--- config.mk ---
export PLATFORM = sky130hd
export DESIGN_NAME = output_port_arbiter
export DESIGN_NICKNAME = d
export VERILOG_FILES = /design/src/rtl/output_port_arbiter.sv
export SDC_FILE = /design/constraint.sdc
export NUM_CORES = 1
export LEC_CHECK = 0
export ABC_CLOCK_PERIOD_IN_PS = 7060
export BUFFER_PORTS_ARGS = -buffer_cell sky130_fd_sc_hd__buf_2
export CAP_MARGIN = 20
export CORE_ASPECT_RATIO = 0.6
export CORE_MARGIN = 3
export CORE_UTILIZATION = 48
export CTS_BUF_LIST = sky130_fd_sc_hd__clkbuf_8
export DETAILED_ROUTE_END_ITERATION = 12
export PLACE_DENSITY = 0.9
export SLEW_MARGIN = 20
export SYNTH_ARGS = -nofsm -noshare
export SYNTH_HDL_FRONTEND = slang
export SYNTH_SLANG_ARGS = --single-unit
export TNS_END_PERCENT = 20
--- constraint.sdc ---
create_clock -name i_clk -period 7.06 [get_ports i_clk]
set_clock_uncertainty 0.2 [all_clocks]
set_input_delay 2.118 -clock i_clk [delete_from_list [all_inputs] [get_ports i_clk]]
set_output_delay 2.118 -clock i_clk [all_outputs]
set_load 0.03 [all_outputs]
--- src/rtl/output_port_arbiter.sv ---
// rtl/output_port_arbiter.sv - round-robin wormhole arbiter sharing one router output port among five inputs
// Optional forced release of a stalled owner is enabled by defining PACKET_TIMEOUT_EN.
module output_port_arbiter #(
    parameter int FLIT_WIDTH     = 32,
    parameter int NUM_REQ        = 5,
    parameter int REQ_IDX_WIDTH  = 3,
    parameter int TIMEOUT_CYCLES = 64
) (
    input  logic                          i_clk,
    input  logic                          i_reset,
    input  logic [NUM_REQ-1:0]            i_req_valid,
    input  logic [NUM_REQ-1:0]            i_req_head,
    input  logic [NUM_REQ-1:0]            i_req_tail,
    input  logic [NUM_REQ*FLIT_WIDTH-1:0] i_req_flit,
    input  logic                          i_out_block,
    output logic [NUM_REQ-1:0]            o_grant,
    output logic [NUM_REQ-1:0]            o_port_block,
    output logic [FLIT_WIDTH-1:0]         o_out_flit,
    output logic                          o_out_valid,
    output logic                          o_busy,
    output logic [REQ_IDX_WIDTH-1:0]      o_owner,
    output logic                          o_err_timeout
);

    if (REQ_IDX_WIDTH < $clog2(NUM_REQ) || TIMEOUT_CYCLES < 1) begin : g_param_check
        $error("output_port_arbiter: invalid parameter set");
    end

    typedef enum logic {S_IDLE, S_LOCKED} state_t;

    state_t                   r_state, w_next_state;
    logic [REQ_IDX_WIDTH-1:0] r_owner, r_rr_ptr;
    logic [REQ_IDX_WIDTH-1:0] w_next_owner, w_next_rr, w_winner, w_sel;
    logic [NUM_REQ-1:0]       w_cand;
    logic                     w_found;
    logic                     w_timeout_hit;
    int                       w_idx;

    assign w_cand = i_req_valid & i_req_head;

    // First head-flit candidate after the round-robin pointer, wrapping modulo NUM_REQ.
    always_comb begin
        w_found  = 1'b0;
        w_winner = '0;
        w_idx    = 0;
        for (int k = 1; k <= NUM_REQ; k++) begin
            w_idx = (int'(r_rr_ptr) + k) % NUM_REQ;
            if (!w_found && w_cand[w_idx]) begin
                w_found  = 1'b1;
                w_winner = REQ_IDX_WIDTH'(w_idx);
            end
        end
    end

`ifdef PACKET_TIMEOUT_EN
    localparam int CNT_W = $clog2(TIMEOUT_CYCLES) + 1;
    logic [CNT_W-1:0] r_idle_cnt;

    assign w_timeout_hit = (r_state == S_LOCKED) && (r_idle_cnt == CNT_W'(TIMEOUT_CYCLES));

    // Counter stays cleared outside LOCKED, so entry to LOCKED always starts from zero.
    always_ff @(posedge i_clk or posedge i_reset) begin
        if (i_reset) begin
            r_idle_cnt <= '0;
        end else if (r_state != S_LOCKED || w_timeout_hit || o_grant[r_owner]) begin
            r_idle_cnt <= '0;
        end else if (!i_req_valid[r_owner] && !i_out_block) begin
            r_idle_cnt <= r_idle_cnt + 1'b1;
        end
    end
`else
    assign w_timeout_hit = 1'b0;
`endif

    always_comb begin
        w_next_state = r_state;
        w_next_owner = r_owner;
        w_next_rr    = r_rr_ptr;
        w_sel        = r_owner;
        o_grant      = '0;
        if (!i_reset) begin
            case (r_state)
                S_IDLE: begin
                    if (!i_out_block && w_found) begin
                        o_grant[w_winner] = 1'b1;
                        w_sel             = w_winner;
                        if (i_req_tail[w_winner]) begin
                            w_next_rr = w_winner;
                        end else begin
                            w_next_state = S_LOCKED;
                            w_next_owner = w_winner;
                        end
                    end
                end
                S_LOCKED: begin
                    if (w_timeout_hit) begin
                        w_next_state = S_IDLE;
                        w_next_rr    = r_owner;
                    end else if (i_req_valid[r_owner] && !i_out_block) begin
                        o_grant[r_owner] = 1'b1;
                        if (i_req_tail[r_owner]) begin
                            w_next_state = S_IDLE;
                            w_next_rr    = r_owner;
                        end
                    end
                end
            endcase
        end
    end

    always_ff @(posedge i_clk or posedge i_reset) begin
        if (i_reset) begin
            r_state     <= S_IDLE;
            r_owner     <= '0;
            r_rr_ptr    <= REQ_IDX_WIDTH'(NUM_REQ - 1);
            o_out_flit  <= '0;
            o_out_valid <= 1'b0;
        end else begin
            r_state  <= w_next_state;
            r_owner  <= w_next_owner;
            r_rr_ptr <= w_next_rr;
            if (!i_out_block) begin
                o_out_valid <= |o_grant;
                if (|o_grant) begin
                    o_out_flit <= i_req_flit[w_sel*FLIT_WIDTH +: FLIT_WIDTH];
                end
            end
        end
    end

    assign o_port_block  = i_req_valid & ~o_grant;
    assign o_busy        = (r_state == S_LOCKED);
    assign o_owner       = r_owner;
    assign o_err_timeout = w_timeout_hit;

endmodule

==> impl_metrics.sql <==
INSERT INTO impl_metrics (metric_group, metric, value, unit) VALUES
('hold_path', 'hp-class', 'flip-flop to flip-flop', ''),
('status', 'outcome', 'finished, violations left', ''),
('synthesis', 'yosys-top-cells-area', 'dfrtp_1 (16%), mux2i_1 (12%), ha_1 (4.8%)', ''),
('synthesis', 'syn-num-nets', '1007', ''),
('placed_design', 'hpwlAfterDp', '18600', 'µm'),
('synthesis', 'yosys_warnings', '0', ''),
('timing', 'report.final.setup_viol', '3', ''),
('worst_setup_path', 'worst_setup_path_endpoint', 'o_port_block[3]', ''),
('synthesis', 'synth_seq_cells', '40', ''),
('floorplanning', 'floorplan.initialDensity', '50.5', '%'),
('grt', 'via_count_of_the_first_global_routing_pass', '7084', ''),
('final_layout', 'finalInstanceArea', '8580', 'µm²'),
('floorplanning', 'die-height', '94.5', 'µm'),
('placed_design', 'io_buffers', '224', ''),
('floorplanning', 'dieWidth', '154', 'µm'),
('grt', 'grt_overflow_total', '0', ''),
('floorplanning', 'placement_rows', '31', ''),
('detailed_routing', 'detail_route.iter0.violations', '885', ''),
('worst_setup_path', 'critPathLaunchType', 'input port', ''),
('worst_setup_path', 'worstRegToRegCells', '23', ''),
('floorplanning', 'area_of_the_core_region', '12400', 'µm²'),
('timing', 'final.setup.tns', '-0.0138', 'ns'),
('worst_setup_path', 'delay_contributed_by_the_slowest_stage_of_the_critical_path', '0.53', 'ns'),
('synthesis', 'synth_edf_count', '0', ''),
('worst_setup_path', 'worst-path-max-fanout', '5', ''),
('grt', 'grt_antenna_before_repair', '1', ''),
('timing', 'timing_worst_slew_pin_value', '0.846', 'ns'),
('cts', 'numCtsBuffers', '5', ''),
('worst_setup_path', 'cp-startpoint', 'i_req_valid[0]', ''),
('final_layout', 'drive_above_1_share', '41.4', '%'),
('timing', 'fin_crit_sh', '100', '%'),
('synthesis', 'mappedNetlistArea', '6270', 'µm²'),
('final_layout', 'core_utilization_of_the_finished_layout', '69.1', '%'),
('detailed_routing', 'wl_per_cell', '20.3', 'µm'),
('cts', 'clk_path_buf_depth', '2', ''),
('final_layout', 'commonest_cells_after_routing_fill_and_taps_aside', 'buf_2 (219), buf_4 (114), mux2i_1 (74)', ''),
('cts', 'clk-insertion-delay-late', '0.31', 'ns'),
('timing', 'finalWorstPathRequiredPeriod', '7.07', 'ns'),
('worst_setup_path', 'end_kind', 'output port', ''),
('worst_setup_path', 'critical_path_arrival', '4.75', 'ns'),
('final_layout', 'area_used_by_multi_input_combinational_logic', '5040', 'µm²'),
('synthesis', 'post_synth.cell_area_avg', '7.79', 'µm²'),
('synthesis', 'syn_inst', '805', ''),
('synthesis', 'number_of_distinct_library_cell_variants_in_the_gate_level_netlist_after_synthesis', '101', ''),
('status', 'violations', 'setup timing', ''),
('final_layout', 'area_delta_synth_final', '36.8', '%'),
('timing', 'fmax', '0.142', 'GHz'),
('synthesis', 'synth_seq_area_share', '16.0', '%'),
('timing', 'final_max_slew_viol_count', '0', ''),
('floorplanning', 'floorplan.io_pins', '226', ''),
('worst_setup_path', 'worst-setup-path-type', 'input port to output port', ''),
('grt', 'grt_first_pass_wirelength', '36900', 'µm'),
('final_layout', 'regArea', '1000', 'µm²'),
('worst_setup_path', 'path_cells', 'buf_2 > buf_4 > nand2_1 > mux4_2 > nor4b_4 > a311oi_4 > a21oi_2 > nor4b_4 > nor2_1 > a21oi_1 > nor2_2 > nor2b_2 > buf_4', ''),
('cts', 'cts_tree', 'yes', ''),
('grt', 'gr-usage-all-layers', '30.9', '%'),
('timing', 'post-route-worst-setup-slack', '-0.00627', 'ns'),
('floorplanning', 'die_area', '14500', 'µm²'),
('grt', 'grt_max_degree', '64', ''),
('final_layout', 'layout_fillers', '1005', ''),
('timing', 'worst_slew_margin_rel', '43.6', '%'),
('timing', 'grt_setup_unrepaired', 'true', ''),
('synthesis', 'ys_dominant_reg_cell', 'dfrtp_1', ''),
('worst_setup_path', 'worstReg2RegEnd', 'o_out_flit[9]', ''),
('worst_setup_path', 'r2r-start', 'r_rr_ptr[1]', ''),
('detailed_routing', 'vias_after_detailed_routing', '7948', ''),
('placed_design', 'dp_slack', '-0.165', 'ns'),
('synthesis', 'netlist.top_cell.by_area', 'dfrtp_1', ''),
('detailed_routing', 'post_route_ant_nets', '0', ''),
('cts', 'path_clk_slew', '0.09', 'ns'),
('cts', 'clock_sinks', '40', '');
## critical path, delay by kind of cell
family,cells,cell delay (ns)
simple gates,6,1.18
compound gates,3,0.56
mux,1,0.53
buf+inv,3,0.36
## Yosys cell counts (all sizes together), types with 5 or more instances
| library cell | count |
|---|---|
| a211oi | 5 |
| a21oi | 31 |
| a311oi | 34 |
| a31oi | 36 |
| and2 | 10 |
| buf | 23 |
| clkbuf | 49 |
| dfrtp | 39 |
| ha | 24 |
| inv | 60 |
| mux2 | 5 |
| mux2i | 74 |
| nand2 | 61 |
| nand2b | 8 |
| nand3 | 45 |
| nand4 | 6 |
| nor2 | 33 |
| nor2b | 10 |
| nor3 | 43 |
| nor4 | 6 |
| o211ai | 43 |
| o21a | 5 |
| o21ai | 19 |
| or4 | 34 |
| xnor2 | 9 |
## state kept, by name, indices dropped and copies added (netlist names)
| signal | count |
|---|---|
| o_busy | 1 |
| o_owner | 3 |
| o_out_valid | 1 |
| o_out_flit | 32 |
| r_rr_ptr | 3 |
## cell type report
class	instances	share of cell area [%]
clock inverters	3	0.496
well taps	165	2.41
diodes	1	0.0292
multi-input cells	633	58.8
inverters	60	2.68
repair buffers	335	23.1
clock buffers	5	0.802
flip-flops and latches	40	11.7
## routing by layer
metal	vias to the layer above	track usage [%]	wire length, µm
met5	-	0	0
met4	0	7.49	773
met3	88	9.16	3160
met2	566	46.9	11100
met1	3668	43.3	10200
li1	3626	-	-
## per-stage QoR
stage          instances  hold slack (ns)
6_report            1242            0.289
4_1_cts             1221            0.291
2_1_floorplan        805            0.454
3_5_place_dp        1208            0.271
5_1_grt             1242            0.317
3_3_place_gp        1208            0.258
## logic make-up after synthesis
group / count (synthesis) / share of synthesized area [%]
XOR/XNOR: 12 / 2.21
AND/OR/NAND/NOR: 283 / 25.0
flip-flops: 40 / 16.0
other: 1 / 0.0598
adder cells (fa/ha/maj): 24 / 4.79
multiplexers: 83 / 14.2
buffers and inverters: 132 / 8.98
AO/OA/AOI/OAI: 230 / 28.7
## repair_timing
action                                  CTS  global route
buffers inserted                          5            20
endpoints found under the setup margin    8            10
pin swaps                                 6            22
gates resized for setup                  11            43
## worst min path at each step
stage	start	depth (start not counted)	slack (ns)	endpoint
floorplan	o_out_flit[0]	2	0.45	o_out_flit[0]
global placement	o_out_valid	1	0.26	o_out_valid
detailed placement	o_out_valid	1	0.27	o_out_valid
CTS	o_out_valid	1	0.29	o_out_valid
global route	o_out_valid	1	0.32	o_out_valid
finish	o_out_valid	1	0.29	o_out_valid
Power is left out: the tool's default activity adds up to more than one toggle a clock period on the data nets, which glitch-free logic cannot reach.
